File: config.mk
export PLATFORM = sky130hd
export DESIGN_NAME = reuse_ptr_ctrl_flat
export DESIGN_NICKNAME = d
export VERILOG_FILES = /design/src/rtl/reuse_ptr_ctrl_pkg.sv /design/src/rtl/reuse_ptr_ctrl_if.sv /design/src/rtl/reuse_ptr_ctrl_updown_cnt.sv /design/src/rtl/reuse_ptr_ctrl.sv /design/src/flat_wrapper.sv
export SDC_FILE = /design/constraint.sdc
export NUM_CORES = 1
export LEC_CHECK = 0
export CAP_MARGIN = 15
export CELL_PAD_IN_SITES_DETAIL_PLACEMENT = 1
export CELL_PAD_IN_SITES_GLOBAL_PLACEMENT = 1
export CORE_ASPECT_RATIO = 0.8
export CORE_UTILIZATION = 31
export CTS_BUF_LIST = sky130_fd_sc_hd__clkbuf_4 sky130_fd_sc_hd__clkbuf_8
export DETAILED_ROUTE_END_ITERATION = 8
export PLACE_DENSITY_LB_ADDON = 0.08
export SYNTH_ARGS = -nofsm -noshare
export SYNTH_HDL_FRONTEND = slang
export SYNTH_SLANG_ARGS = --single-unit
export TNS_END_PERCENT = 100
File: constraint.sdc
create_clock -name clk -period 4.2 [get_ports clk]
set_clock_uncertainty 0.1 [all_clocks]
set_input_delay 0.42 -clock clk [delete_from_list [all_inputs] [get_ports clk]]
set_output_delay 0.42 -clock clk [all_outputs]
set_load 0.05 [all_outputs]
File: src/rtl/reuse_ptr_ctrl_pkg.sv
// Shared types and sizing constants for the line-reuse pointer sequencer.
// Latency: n/a (declarations only).
// Backpressure: n/a.
package reuse_pkg;

    localparam int PTR_W   = 9;
    localparam int CNT_W   = 8;
    localparam int MIN_COL = 3;

    typedef enum logic [2:0] {
        S_IDLE  = 3'd0,
        S_RIGHT = 3'd1,
        S_TURN  = 3'd2,
        S_LEFT  = 3'd3,
        S_DONE  = 3'd4
    } state_t;

endpackage

File: src/rtl/reuse_ptr_ctrl_if.sv
// Control/pointer bundle between the scan requester and reuse_ptr_ctrl; stall_cnt exists only with REUSE_PTR_CTRL_PERF_EN.
// Latency: n/a (wiring only).
// Backpressure: hold travels master->slave and freezes the scan.
interface reuse_ptr_ctrl_if #(
    parameter int PTR_W = reuse_pkg::PTR_W,
    parameter int CNT_W = reuse_pkg::CNT_W
);
    logic             start;
    logic [PTR_W-1:0] col;
    logic             hold;
    logic [PTR_W-1:0] rd_ptr;
    logic [PTR_W-1:0] wr_ptr;
    logic             ptr_valid;
    logic             dir;
    logic             first_row;
    logic [CNT_W-1:0] row_cnt;
    logic             busy;
    logic             done;
    logic             cfg_err;
`ifdef REUSE_PTR_CTRL_PERF_EN
    logic [15:0]      stall_cnt;
`endif

    modport master (
        output start, col, hold,
        input  rd_ptr, wr_ptr, ptr_valid, dir, first_row, row_cnt, busy, done, cfg_err
`ifdef REUSE_PTR_CTRL_PERF_EN
        , input stall_cnt
`endif
    );

    modport slave (
        input  start, col, hold,
        output rd_ptr, wr_ptr, ptr_valid, dir, first_row, row_cnt, busy, done, cfg_err
`ifdef REUSE_PTR_CTRL_PERF_EN
        , output stall_cnt
`endif
    );

endinterface

File: src/rtl/reuse_ptr_ctrl_updown_cnt.sv
// Loadable up/down counter with enable, flagging zero and a programmable last value.
// Latency: count updates one cycle after load/en; flags are combinational on the count.
// Backpressure: none; en low holds the count.
module reuse_updown_cnt #(
    parameter int W = reuse_pkg::PTR_W
) (
    input  logic         clk,
    input  logic         rst_n,
    input  logic         load,
    input  logic [W-1:0] load_val,
    input  logic         en,
    input  logic         up,
    input  logic [W-1:0] last,
    output logic [W-1:0] cnt,
    output logic         at_zero,
    output logic         at_last
);

    always_ff @(posedge clk or negedge rst_n) begin
        if (!rst_n) begin
            cnt <= '0;
        end else if (load) begin
            cnt <= load_val;
        end else if (en) begin
            cnt <= up ? cnt + W'(1) : cnt - W'(1);
        end
    end

    assign at_zero = (cnt == '0);
    assign at_last = (cnt == last);

endmodule

File: src/rtl/reuse_ptr_ctrl.sv
// Serpentine 3x3-valid scan sequencer driving the shared rd/wr pointer of the line-reuse arrays (REUSE_PTR_CTRL_PERF_EN adds stall_cnt).
// Latency: first valid pointer the cycle after an accepted start; R*P + R busy cycles per scan.
// Backpressure: hold freezes RIGHT/LEFT/TURN and masks ptr_valid; ignored in IDLE and DONE.
module reuse_ptr_ctrl #(
    parameter int PTR_W   = reuse_pkg::PTR_W,
    parameter int CNT_W   = reuse_pkg::CNT_W,
    parameter int MIN_COL = reuse_pkg::MIN_COL
) (
    input  logic            clk,
    input  logic            rst_n,
    reuse_ptr_ctrl_if.slave bus
);
    import reuse_pkg::*;

    state_t           state_q, state_d;
    logic [PTR_W-1:0] w_q, w_d;
    logic [PTR_W-1:0] last_ptr;
    logic [PTR_W-1:0] ptr;
    logic [CNT_W-1:0] row_q, row_d;
    logic [CNT_W-1:0] last_row;
    logic             dir_q, dir_d;
    logic             first_q, first_d;
    logic             cfg_err_q, cfg_err_d;
    logic             start_ok;
    logic             ld, en, up;
    logic             at_zero, at_last;

    // Square map: positions per row and row count are both w-2, so one "last" serves both.
    assign last_ptr = w_q - PTR_W'(3);
    assign last_row = CNT_W'(last_ptr);
    assign start_ok = (state_q == S_IDLE) && bus.start && (bus.col >= PTR_W'(MIN_COL));

    always_comb begin
        state_d   = state_q;
        w_d       = w_q;
        row_d     = row_q;
        dir_d     = dir_q;
        first_d   = first_q;
        cfg_err_d = 1'b0;
        ld        = 1'b0;
        en        = 1'b0;
        up        = 1'b1;
        unique case (state_q)
            S_IDLE: begin
                if (start_ok) begin
                    w_d     = bus.col;
                    state_d = S_RIGHT;
                    ld      = 1'b1;
                    row_d   = '0;
                    dir_d   = 1'b0;
                    first_d = 1'b1;
                end else if (bus.start) begin
                    cfg_err_d = 1'b1;
                end
            end
            S_RIGHT: begin
                if (!bus.hold) begin
                    if (!at_last)              en      = 1'b1;
                    else if (row_q == last_row) state_d = S_DONE;
                    else                        state_d = S_TURN;
                end
            end
            S_LEFT: begin
                if (!bus.hold) begin
                    up = 1'b0;
                    if (!at_zero)              en      = 1'b1;
                    else if (row_q == last_row) state_d = S_DONE;
                    else                        state_d = S_TURN;
                end
            end
            S_TURN: begin
                // Pointer stays put: the new row starts at the column where the old one ended.
                if (!bus.hold) begin
                    row_d   = row_q + CNT_W'(1);
                    dir_d   = ~dir_q;
                    first_d = 1'b0;
                    state_d = dir_q ? S_RIGHT : S_LEFT;
                end
            end
            S_DONE: begin
                state_d = S_IDLE;
                ld      = 1'b1;
            end
            default: state_d = S_IDLE;
        endcase
    end

    always_ff @(posedge clk or negedge rst_n) begin
        if (!rst_n) begin
            state_q   <= S_IDLE;
            w_q       <= '0;
            row_q     <= '0;
            dir_q     <= 1'b0;
            first_q   <= 1'b0;
            cfg_err_q <= 1'b0;
        end else begin
            state_q   <= state_d;
            w_q       <= w_d;
            row_q     <= row_d;
            dir_q     <= dir_d;
            first_q   <= first_d;
            cfg_err_q <= cfg_err_d;
        end
    end

    reuse_updown_cnt #(.W(PTR_W)) u_ptr (
        .clk      (clk),
        .rst_n    (rst_n),
        .load     (ld),
        .load_val ('0),
        .en       (en),
        .up       (up),
        .last     (last_ptr),
        .cnt      (ptr),
        .at_zero  (at_zero),
        .at_last  (at_last)
    );

    assign bus.rd_ptr    = ptr;
    assign bus.wr_ptr    = ptr;
    assign bus.ptr_valid = ((state_q == S_RIGHT) || (state_q == S_LEFT)) && !bus.hold;
    assign bus.dir       = dir_q;
    assign bus.first_row = first_q;
    assign bus.row_cnt   = row_q;
    assign bus.busy      = (state_q != S_IDLE);
    assign bus.done      = (state_q == S_DONE);
    assign bus.cfg_err   = cfg_err_q;

`ifdef REUSE_PTR_CTRL_PERF_EN
    logic [15:0] stall_q;

    always_ff @(posedge clk or negedge rst_n) begin
        if (!rst_n) begin
            stall_q <= '0;
        end else if (start_ok) begin
            stall_q <= '0;
        end else if (bus.busy && bus.hold && (stall_q != 16'hFFFF)) begin
            stall_q <= stall_q + 16'd1;
        end
    end

    assign bus.stall_cnt = stall_q;
`endif

endmodule

File: src/flat_wrapper.sv
// flat-port wrapper written by rule: the top's interface ports become plain ports
module reuse_ptr_ctrl_flat import reuse_pkg::*;
#(
    parameter int PTR_W   = reuse_pkg::PTR_W,
    parameter int CNT_W   = reuse_pkg::CNT_W,
    parameter int MIN_COL = reuse_pkg::MIN_COL
)
  (clk, rst_n, bus_start, bus_col, bus_hold, bus_rd_ptr, bus_wr_ptr, bus_ptr_valid, bus_dir, bus_first_row, bus_row_cnt, bus_busy, bus_done, bus_cfg_err);
  reuse_ptr_ctrl_if #(.PTR_W(PTR_W), .CNT_W(CNT_W)) bus_i ();
  input  logic clk;
  input  logic rst_n;
  input wire logic [$bits(bus_i.start)-1:0] bus_start;
  input wire logic [$bits(bus_i.col)-1:0] bus_col;
  input wire logic [$bits(bus_i.hold)-1:0] bus_hold;
  output wire logic [$bits(bus_i.rd_ptr)-1:0] bus_rd_ptr;
  output wire logic [$bits(bus_i.wr_ptr)-1:0] bus_wr_ptr;
  output wire logic [$bits(bus_i.ptr_valid)-1:0] bus_ptr_valid;
  output wire logic [$bits(bus_i.dir)-1:0] bus_dir;
  output wire logic [$bits(bus_i.first_row)-1:0] bus_first_row;
  output wire logic [$bits(bus_i.row_cnt)-1:0] bus_row_cnt;
  output wire logic [$bits(bus_i.busy)-1:0] bus_busy;
  output wire logic [$bits(bus_i.done)-1:0] bus_done;
  output wire logic [$bits(bus_i.cfg_err)-1:0] bus_cfg_err;
  assign bus_i.start = bus_start;
  assign bus_i.col = bus_col;
  assign bus_i.hold = bus_hold;
  assign bus_rd_ptr = bus_i.rd_ptr;
  assign bus_wr_ptr = bus_i.wr_ptr;
  assign bus_ptr_valid = bus_i.ptr_valid;
  assign bus_dir = bus_i.dir;
  assign bus_first_row = bus_i.first_row;
  assign bus_row_cnt = bus_i.row_cnt;
  assign bus_busy = bus_i.busy;
  assign bus_done = bus_i.done;
  assign bus_cfg_err = bus_i.cfg_err;
  reuse_ptr_ctrl #(.PTR_W(PTR_W), .CNT_W(CNT_W), .MIN_COL(MIN_COL)) u_core (.clk(clk), .rst_n(rst_n), .bus(bus_i));
endmodule
## Yosys cells after proc, flatten, opt, wreduce, memory -nomap -nowiden

Cells that the tools add are included.

| storage, ports and cells | value |
|---|---|
| bits in registers | 32 |

| operators by class | value |
|---|---|
| add/sub/neg operators | 4 |
| $lt $le $gt $ge | 1 |
| equality and inequality tests | 12 |
| multiplexer cells | 33 |
| bitwise logic cells | 1 |
| reductions and logical operators | 13 |

Operators with widths:

| cell | number |
|---|---|
| $mux W9 | 3 |
| $mux W3 | 7 |
| $mux W8 | 2 |
| $pmux W8 S2 | 1 |
| $mux W1 | 14 |
| $pmux W3 S4 | 1 |
| $add A9 B1 Y9 const B | 1 |
| $eq A9 B9 Y1 | 1 |
| $ge A9 B2 Y1 const B | 1 |
| $logic_not A9 Y1 | 1 |
| $sub A9 B1 Y9 const B | 1 |
| $sub A9 B2 Y9 const B | 1 |
| $add A8 B1 Y8 const B | 1 |
| $eq A8 B8 Y1 | 1 |
| $pmux W1 S2 | 4 |
| $eq A3 B2 Y1 const B | 2 |
| $ne A2 B1 Y1 const B | 3 |
| $ne A2 B2 Y1 const B | 3 |
| $reduce_and A6 Y1 | 1 |
| $reduce_bool A2 Y1 | 2 |
| $eq A3 B1 Y1 const B | 1 |
| $eq A3 B3 Y1 const B | 1 |
| $logic_and A1 B1 Y1 | 3 |
| $logic_not A3 Y1 | 1 |
| other kinds (7) | 7 |

## Depth between registers and ports, before layout

Gate-level depths: netlist of run 1.

| logic depth | value |
|---|---|
| depth in word-level cells | 7 |
| depth in mapped cells | 10 |

## By module

From an unflattened synthesis of run 1, not the netlist that was laid out.

| second synthesis, totals | value |
|---|---|
| cells, all modules | 247 |
| area total of the unflattened synthesis | 2363.5 sq um |

By module, submodules not included:

| module | instances | cells each | area each (sq um) | sequential area each (sq um) |
|---|---|---|---|---|
| reuse_ptr_ctrl | 1 | 143 | 1462.7 | 575.6 |
| reuse_updown_cnt | 1 | 104 | 900.9 | 225.2 |

## Worst setup path after synthesis of run 1

Ideal clock, no wire load.

| timing | value |
|---|---|
| path type | register -> register |
| start point | register u_core.w_q[0] |
| end point | register u_core.u_ptr.cnt[8] |
| data arrival time | 2.678 ns |
| required time | 3.974 ns |
| path slack | 1.296 ns |
| stages on the path, launching flop included | 9 |
| clock period less this slack | 2.904 ns |
| cell sequence | dfrtp_1 ha_1 or2_1 or4_2 buf_2 o311ai_1 nor4_4 o211a_1 a311o_1 |

| on the way | value |
|---|---|
| cells in the longest elaborated chain, start to end | 6 |

RTL lines:

| what | line | source |
|---|---|---|
| from (decl) | reuse_ptr_ctrl.sv:16 | `logic [PTR_W-1:0] w_q, w_d;` |
| from (signal assigned) | reuse_ptr_ctrl.sv:98 | `w_q <= w_d;` |
| $sub A9 B2 Y9 | reuse_ptr_ctrl.sv:29 | `assign last_ptr = w_q - PTR_W'(3);` |
| $eq A9 B9 Y1 | reuse_ptr_ctrl_updown_cnt.sv:30 | `assign at_last = (cnt == last);` |
| $mux W1 | reuse_ptr_ctrl.sv:58 | `if (!at_last) en = 1'b1;` |
| $mux W1 | reuse_ptr_ctrl.sv:57 | `if (!bus.hold) begin` |
| $pmux W1 S2 | reuse_ptr_ctrl.sv:43 | `unique case (state_q)` |
| $reduce_bool A2 Y1 (no source line) | - |  |
| to (signal assigned) | reuse_ptr_ctrl_updown_cnt.sv:23 | `cnt <= load_val;` |
| to (signal assigned) | reuse_ptr_ctrl_updown_cnt.sv:25 | `cnt <= up ? cnt + W'(1) : cnt - W'(1);` |
| to (decl) | reuse_ptr_ctrl_updown_cnt.sv:14 | `output logic [W-1:0] cnt,` |

Every way passes these cells.
A chain may end at the register's enable or synchronous reset.

## Worst setup path in the final report of run 1

| timing | value |
|---|---|
| start point | register u_core.w_q[0] |
| end point | register u_core.u_ptr.cnt[3] |

The elaborated chain is that of the path after synthesis.

==> results of run 1 <==
==> where the power goes <==
part           switching [W]  internal, W  total [W]
Sequential          0.000263     0.000424   0.000687
Combinational        0.00103     0.000766    0.00180
Clock               0.000119     0.000147   0.000265
Total                0.00141      0.00134    0.00275
==> sequential cells by signal (all words and copies together) (netlist names) <==
signal,cells
u_core.bus.cfg_err,1
u_core.bus.dir,1
u_core.bus.first_row,1
u_core.bus.row_cnt,8
u_core.state_q,3
u_core.u_ptr.cnt,9
u_core.w_q,9
==> synthesized netlist by cell type (2+ instances only) <==
master / count / area (µm²)
xor2_1: 16 / 140
o211ai_1: 2 / 15.0
nor4_1: 5 / 31.3
nand2_1: 28 / 105
o211a_1: 3 / 30.0
nor3_1: 6 / 30.0
xnor2_1: 17 / 149
nor2_1: 25 / 93.8
mux2i_1: 7 / 70.1
and3_1: 4 / 25.0
ha_1: 9 / 113
a21o_1: 3 / 22.5
dfrtp_1: 32 / 801
nand3_1: 5 / 25.0
clkbuf_1: 4 / 15.0
nand2b_1: 2 / 12.5
nor4b_1: 2 / 17.5
o41ai_1: 4 / 35.0
a21oi_1: 6 / 30.0
nand4_1: 3 / 18.8
mux2_2: 6 / 67.6
buf_6: 2 / 22.5
o21ai_0: 11 / 55.1
buf_4: 9 / 67.6
inv_1: 8 / 30.0
buf_2: 2 / 10.0
==> per-stage QoR <==
| step | util [%] | area (µm²) |
|---|---|---|
| 2_1_floorplan | - | 2380 |
| 6_report | 39.8 | 2960 |
| 3_3_place_gp | 38.4 | 2850 |
| 4_1_cts | 39.8 | 2960 |
| 3_5_place_dp | 38.5 | 2860 |
| 5_1_grt | 39.8 | 2960 |
==> cell families (layout without fill, tap and decap cells) <==
group / count (synthesis) / after routing
buffers and inverters: 26 / 66
DFF: 32 / 32
AOI/OAI and AO/OA: 45 / 45
adders and majority gates: 10 / 10
and+or+nand+nor: 89 / 89
muxes: 13 / 13
xor gates and xnor gates: 36 / 36
==> metal layers <==
layer  share of wire, %  global-route usage, %  vias to the layer above
li1                   -                      -                      959
met1                 56                   27.1                      933
met2                 39                   25.5                       38
met3                4.3                   3.66                        6
met4               0.90                   3.97                        0
met5                  0                      0                        -
==> worst max-delay path, delay by kind of cell, from the launching register on <==
kind / cells / cell delay [ns]
AO/OA/AOI/OAI: 1 / 0.44
adder cells (fa/ha/maj): 1 / 0.35
flip-flops: 1 / 0.49
multiplexers: 1 / 0.24
AND/OR/NAND/NOR: 4 / 1.41
==> worst max path at each step <==
stage                             start                   to  slack [ns]  depth (start not counted)
final                     u_core.w_q[0]  u_core.u_ptr.cnt[3]        1.08                          7
after global routing      u_core.w_q[0]  u_core.u_ptr.cnt[3]        0.90                          7
after CTS                 u_core.w_q[0]  u_core.u_ptr.cnt[6]        1.06                          7
after detailed placement       bus_hold  u_core.u_ptr.cnt[8]        0.91                         10
after global placement         bus_hold  u_core.u_ptr.cnt[8]        1.07                         10
after floorplan           u_core.w_q[0]  u_core.u_ptr.cnt[8]        1.30                          8
==> area by class of cell <==
class,count,area share [%]
clock buffers,8,3.30
multi-input cells,193,47.8
flip-flops and latches,32,27.1
inverters,8,1.02
well taps,105,4.44
repair buffers,50,16.4
==> qor.txt, run 1 <==
status = completed
Layout Nets = 313
Fin. Hold Viols = 0
Endpoint, Worst Hold = u_core.bus.first_row
grt total ovfl = 0
GP Congestion = 0.758
Setup-failing EPs final = 0
Initial Util = 32.0%
initial antenna violation count = 0
clock sinks = 32
dpl hpwl = 4980 µm
Hold Path Stages = 1
period utilization = 74.3%
DRC viols = 0
port bufs = 44
most frequent cells in the layout = 44 x clkdlybuf4s50_1, 32 x dfrtp_1, 28 x nand2_1
cell chosen for the clock root = clkbuf_8
CTS H-tree depth = 2
CTS Hold Bufs = 0
maximum buffer depth of the clock tree = 2
CP arrival = 3.23 ns
area grow syn2layout = 24.4%
main combinational cell family by area after synthesis = simple AND/OR/NAND/NOR gates
Syn Nets = 274
CP max-delay cell = or4_2
WL final = 6690 µm
CTS tree = built
f_max = 320 MHz
Pwr Density = 930 mW/mm²
IO Pins = 45
Mapped Cells = 251
Compound-Gate Fraction of Synth Area = 14.2%
layout cell share with drive strength beyond 1 = 9.97%
std cell rows = 28
reg-to-reg endpoint = u_core.u_ptr.cnt[3]
CTS buffer count = 5
commonest non-fill, non-tap cell in the layout = clkdlybuf4s50_1
die footprint = 0.00803 mm²
routed vias/inst = 4.89
Place WS = 0.906 ns
Worst Slack Setup Final = 1.08 ns
worst path cell trace = ha_1 -> or2_1 -> or4_2 -> o311ai_1 -> nor4_4 -> nor2_4 -> mux2i_1
VDD IR-drop max = 357 µV
Synth Area in Adders = 5.58%
antenna cells = 0
RR Startpoint = u_core.w_q[0]
Critical Path RT = 4.30 ns
reg2reg path depth = 7
fin crit period = 3.12 ns
Cells after DPL = 388
Crit path largest cell delay = 0.64 ns
leakage power = 1.28 nW
Rel. slew slack = 49.0%
main flop type after synthesis = dfrtp_1
crit start category = flip-flop
Async SR Flop Fraction = 100%
RSZ-0062 raised after global routing = no
gr usage total = 17.9%
setup_tns = 0 ns
clock-pin slew on the worst setup and hold paths = 0.06 ns
number of global-route vias before repair = 2010
CP Class = reg -> reg
Worst Hold Launch = u_core.bus.first_row
number of synthesized flops with an enable pin = 0
Non-Filler Instances = 396
mux cell area share after synthesis = 5.79%
Synth Cell Area = 0.00238 mm²
Max Cap Violations = 0
Die H = 80.3 µm
area occupied by multi-input gates = 0.00141 mm²
CP endpoint kind = flip-flop
Storage cell area = 801 µm²
Via Count = 1936
Final Max Slew Viols = 0
die span in x = 99.9 µm
CORE AREA = 0.00743 mm²
crit-path max FO = 8
wire per inst = 16.9 µm
antenna-violating nets left = 0
Yosys reg bits = 32
syn avg cell area = 9.48 µm²
Reg2Reg Setup Slack = 1.08 ns
drt pass-1 iters = 4
Worst Tran Pin Value = 0.757 ns
total power = 0.00275 W
Hold Path Class = reg -> reg
Cell variety after synth = 56
synthesis warning total = 0
post-synthesis sequential area ratio = 33.7%
Synth Area in XOR/XNOR = 15.2%
fill count = 882
Post-CTS Setup Inserts = 0
Initial DRC Count = 70
worst hold slack = 0.383 ns
clock latency at the later pin of the worst-skew pair = 0.29 ns
CTS resizes = 0
Simple-Gate Fraction of Synth Area = 18.6%
pin count of the biggest net entering global routing = 33
first-pass GRT wire length = 10800 µm
(Power assumes the default switching activity.)
==> inputs of run 2 (changes only) <==
clock period = 2.6 ns   (was 4.2 ns; I/O delays follow)
==> qor.txt, run 2 (synthesis results as in run 1) <==
number of global-route vias before repair = 2282
CTS buffer count = 5
Final Max Slew Viols = 0
std cell rows = 28
RSZ-0062 raised after global routing = yes
CTS H-tree depth = 2
area occupied by multi-input gates = 0.00161 mm²
reg2reg path depth = 9
wire per inst = 17.0 µm
final core occ = 47.4%
fin crit period = 2.55 ns
Critical Path RT = 2.71 ns
CP arrival = 2.66 ns
crit-path max FO = 5
cell chosen for the clock root = clkbuf_8
routed vias/inst = 4.94
Layout Nets = 355
Rel. slew slack = 34.1%
Via Count = 2162
initial antenna violation count = 0
crit start category = flip-flop
leakage power = 1.54 nW
first-pass GRT wire length = 11800 µm
CP endpoint kind = flip-flop
CP Class = reg -> reg
die span in x = 99.9 µm
pin count of the biggest net entering global routing = 33
antenna-violating nets left = 0
grt total ovfl = 0
port bufs = 44
layout cell share with drive strength beyond 1 = 29.1%
dpl hpwl = 5480 µm
die footprint = 0.00803 mm²
clock-pin slew on the worst setup and hold paths = 0.07 ns
commonest non-fill, non-tap cell in the layout = buf_4
reg-to-reg endpoint = u_core.u_ptr.cnt[3]
IO Pins = 45
Initial Util = 32.0%
period utilization = 98.2%
antenna cells = 0
drt pass-1 iters = 4
fill count = 859
Reg2Reg Setup Slack = 0.05 ns
GP Congestion = 0.824
Hold Path Class = in -> async
setup_tns = 0 ns
CORE AREA = 0.00743 mm²
CTS tree = built
clock latency at the later pin of the worst-skew pair = 0.28 ns
Initial DRC Count = 71
Max Cap Violations = 0
most frequent cells in the layout = 45 x buf_4, 43 x clkdlybuf4s50_1, 29 x dfrtp_1
DRC viols = 0
status = completed
Die H = 80.3 µm
VDD IR-drop max = 693 µV
RR Startpoint = u_core.w_q[0]
area grow syn2layout = 48.0%
Setup-failing EPs final = 0
Worst Tran Pin Value = 0.978 ns
WL final = 7430 µm
Storage cell area = 805 µm²
f_max = 392 MHz
gr usage total = 19.4%
Fin. Hold Viols = 0
clock sinks = 32
Pwr Density = 1560 mW/mm²
maximum buffer depth of the clock tree = 2
## run 2: cell types whose count changed in the layout (fill, tap and decap cells not counted), moves of 2 or more
cell and change:
dfrtp_2 +3, clkbuf_4 -2, buf_4 +39, buf_6 +3
ha_1 -4, o41ai_2 +2, a21oi_1 -2, a21oi_2 +2
ha_4 +4, nor3_1 -2, dfrtp_1 -3, o41ai_1 -3
## run 2: cell type report
cell class | count | share of cell area [%]
Tap cell | 105 | 3.73
Inverter | 8 | 0.853
Clock buffer | 7 | 2.74
Multi-Input combinational cell | 193 | 45.6
Timing Repair Buffer | 92 | 23.4
Clock inverter | 1 | 0.853
Sequential cell | 32 | 22.9
## run 2: where the power goes
part           internal, W  total [W]  switching (W)  leakage (nW)
clock             0.000338   0.000534       0.000196        0.0645
sequential        0.000691   0.000993       0.000302         0.393
combinational      0.00183    0.00395        0.00212          1.09
## run 2: what timing repair did
item                       in CTS  in global routing
buffers inserted                0                  6
cloned                          0                  0
pin swaps                       1                  5
hold buffers                    0                  0
setup endpoints to repair       4                 12
gates resized for setup         1                 23
## run 2: through the flow
stage / setup WS (ns) / instances / instance area (µm²) / total power (W) / hold slack (ns)
3_3_place_gp: -0.165 / 424 / 3190 / 0.00455 / 0.367
3_5_place_dp: -0.213 / 424 / 3190 / 0.00461 / 0.377
6_report: 0.0466 / 438 / 3520 / 0.00548 / 0.285
5_1_grt: -0.0401 / 438 / 3520 / 0.00586 / 0.334
2_1_floorplan: 0.0259 / 251 / 2450 / 0.00348 / -0.136
4_1_cts: -0.000371 / 432 / 3330 / 0.00521 / 0.304
## run 2: worst max path at each step
stage / from / end / slack, ns / depth (start not counted)
after floorplan: u_core.w_q[0] / u_core.u_ptr.cnt[8] / 0.03 / 8
after global placement: bus_hold / u_core.u_ptr.cnt[8] / -0.17 / 10
after detailed placement: bus_hold / u_core.u_ptr.cnt[8] / -0.21 / 10
after CTS: u_core.w_q[0] / u_core.state_q[2] / -0.0004 / 7
after global routing: u_core.w_q[0] / u_core.u_ptr.cnt[0] / -0.04 / 9
final: u_core.w_q[0] / u_core.u_ptr.cnt[3] / 0.05 / 9
## run 2: worst max-delay path: stages (launching register included)
cell,delay [ns]
dfrtp_2,0.44
ha_4,0.17
or2_4,0.24
or4_4,0.49
o311ai_4,0.29
nor4_4,0.09
buf_4,0.17
nor2_4,0.13
buf_6,0.16
mux2i_1,0.20
## run 2: per-layer routing
metal | vias up | share of wire [%] | track usage [%]
li1 | 1051 | - | -
met1 | 1072 | 52 | 28.1
met2 | 33 | 44 | 29.9
met3 | 6 | 2.9 | 2.96
met4 | 0 | 0.69 | 5.15
met5 | - | 0 | 0
==> inputs of run 3 (changes only) <==
SYNTH_HIERARCHICAL = 1   (was default)
==> qor.txt, run 3 <==
area occupied by multi-input gates = 0.00158 mm²
first-pass GRT wire length = 11700 µm
GP Congestion = 0.727
Non-Filler Instances = 439
area grow syn2layout = 44.6%
most common cell in the netlist = dfrtp_1
CTS tree = built
CP max-delay cell = dfrtp_2
Synth top cells by count = 32 x dfrtp_1, 20 x nand2_1, 19 x xnor2_1, 15 x nor2_1, 15 x o21ai_0
Pwr Density = 1220 mW/mm²
clock latency at the later pin of the worst-skew pair = 0.28 ns
CTS H-tree depth = 2
antenna-violating nets left = 0
failing checks = negative setup slack
Rel. slew slack = 63.1%
VDD IR-drop max = 644 µV
worst path cell trace = ha_4 -> nor3_4 -> nand2_2 -> nor3_2 -> xor2_1 -> xnor2_1 -> nand3_1 -> nor4_2 -> mux2i_1 -> and2_4 -> or2b_1 -> nor2_1 -> mux2i_1 -> nand2_1
final core occ = 46.2%
clock-pin slew on the worst setup and hold paths = 0.07 ns
dpl hpwl = 5130 µm
Initial Util = 32.0%
Initial DRC Count = 42
antenna cells = 0
RSZ-0062 raised after global routing = yes
Storage cell area = 805 µm²
CP endpoint kind = flip-flop
Setup-failing EPs final = 10
period utilization = 103%
Final Max Slew Viols = 0
Cells after DPL = 423
status = finished, violations left
synthesis warning total = 6
crit-path max FO = 10
total power = 0.00417 W
DRC viols = 0
fill count = 856
gr usage total = 19.2%
drt pass-1 iters = 4
syn avg cell area = 9.57 µm²
Synth Cell Area = 0.00236 mm²
Fin. Hold Viols = 0
Mapped Cells = 247
crit start category = flip-flop
Worst Tran Pin Value = 0.549 ns
IO Pins = 45
CP Class = reg -> reg
clock sinks = 32
Hold Path Class = in -> async
CTS buffer count = 5
grt total ovfl = 0
port bufs = 44
routed vias/inst = 4.81
Async SR Flop Fraction = 100%
wire per inst = 16.0 µm
maximum buffer depth of the clock tree = 2
layout cell share with drive strength beyond 1 = 26.0%
WL final = 7050 µm
Yosys reg bits = 32
pin count of the biggest net entering global routing = 33
die span in x = 99.6 µm
Synth top area share = 33.9%
die footprint = 0.00798 mm²
Die H = 80.1 µm
cell chosen for the clock root = clkbuf_8
most frequent cells in the layout = 44 x clkdlybuf4s50_1, 44 x buf_4, 29 x dfrtp_1
Crit path largest cell delay = 0.45 ns
Critical Path RT = 2.68 ns
setup_tns = -0.412 ns
most used cell, CP = mux2i_1
number of synthesized flops with an enable pin = 0
leakage power = 1.47 nW
synth top area cells = dfrtp_1 34%, xnor2_1 7.0%, ha_1 4.8%
main flop type after synthesis = dfrtp_1
fin crit period = 2.68 ns
Layout Nets = 356
CORE AREA = 0.00739 mm²
Worst Slack Setup Final = -0.0840 ns
Max Cap Violations = 0
post-synthesis sequential area ratio = 33.9%
initial antenna violation count = 0
CTS Hold Bufs = 0
Cell variety after synth = 46
Synth area leader = dfrtp_1
CP arrival = 2.76 ns
std cell rows = 28
number of global-route vias before repair = 2245
f_max = 373 MHz
Via Count = 2111
==> run 3: cell types whose count changed in the layout (fill, tap and decap cells not counted), sizes merged, moves of 4 or more <==
cell,previous run,this run
a21oi,6,12
o21ai,11,18
o41ai,4,0
xor2,16,12
nand2,28,20
nor4b,2,6
nor2,26,15
conb,0,9
buf,49,45
nor3b,0,9
==> run 3: path summary, 6_finish.rpt <==
check                                          start                   end  slack [ns]  depth (start not counted)
worst max-delay path                   u_core/w_q[0]   u_core/u_ptr/cnt[7]       -0.08                         14
worst min-delay path                           rst_n         u_core/w_q[8]        0.30                          2
worst max register to register         u_core/w_q[0]   u_core/u_ptr/cnt[7]       -0.08                         14
worst min register to register  u_core/bus.first_row  u_core/bus.first_row        0.38                          1
max in group asynchronous                      rst_n         u_core/w_q[1]        1.75                          2
min in group clk                u_core/bus.first_row  u_core/bus.first_row        0.38                          1
==> run 3: power breakdown <==
| part | switching, W | leakage (nW) | internal (W) |
|---|---|---|---|
| clock network | 0.000197 | 0.0510 | 0.000211 |
| logic | 0.00151 | 1.02 | 0.00130 |
| registers | 0.000277 | 0.398 | 0.000669 |
| total | 0.00199 | 1.47 | 0.00218 |
==> run 3: logic make-up (layout without fill, tap and decap cells) <==
| kind of cell | count (synthesis) | in the layout | synth area share, % |
|---|---|---|---|
| mux | 18 | 18 | 8.05 |
| simple gates | 82 | 82 | 19.9 |
| buf+inv | 23 | 102 | 5.35 |
| xor+xnor | 34 | 34 | 14.3 |
| flops | 32 | 32 | 33.9 |
| fa+ha+maj | 10 | 10 | 5.61 |
| compound gates | 47 | 47 | 12.8 |
| other cells | 1 | 9 | 0.159 |
==> run 3: metal layers <==
layer  GRT usage [%]  part of all wire, %
met4            3.53                 0.62
met2            28.7                   42
met3            3.66                  3.0
met5               0                    0
met1            28.6                   54
==> run 3: worst max-delay path: cells and delay by family (launching register included) <==
family                   cells  cell delay (ns)
adder cells (fa/ha/maj)      1             0.18
multiplexers                 2             0.25
AND/OR/NAND/NOR              9             1.26
XOR/XNOR                     2             0.33
flip-flops                   1             0.45
==> run 3: per-stage QoR <==
stage | worst slack [ns] | area (µm²) | hold slack (ns)
global route | -0.283 | 3420 | 0.337
finish | -0.0840 | 3420 | 0.301
global placement | -0.152 | 3200 | 0.363
CTS | -0.115 | 3360 | 0.311
floorplan | -0.000395 | 2440 | -0.136
detailed placement | -0.193 | 3200 | 0.369
==> run 3: what timing repair did <==
item / CTS / global route
resized for setup: 13 / 6
cloned: 0 / 0
setup endpoints to repair: 11 / 11
setup buffers: 4 / 4
pin swaps: 2 / 5
==> run 3: cell type report <==
type,count,area share [%]
Clock inverter,2,0.293
Tap cell,105,3.84
Inverter,5,0.549
Clock buffer,6,2.42
Multi-Input combinational cell,200,46.2
Sequential cell,32,23.5
Timing Repair Buffer,89,23.1
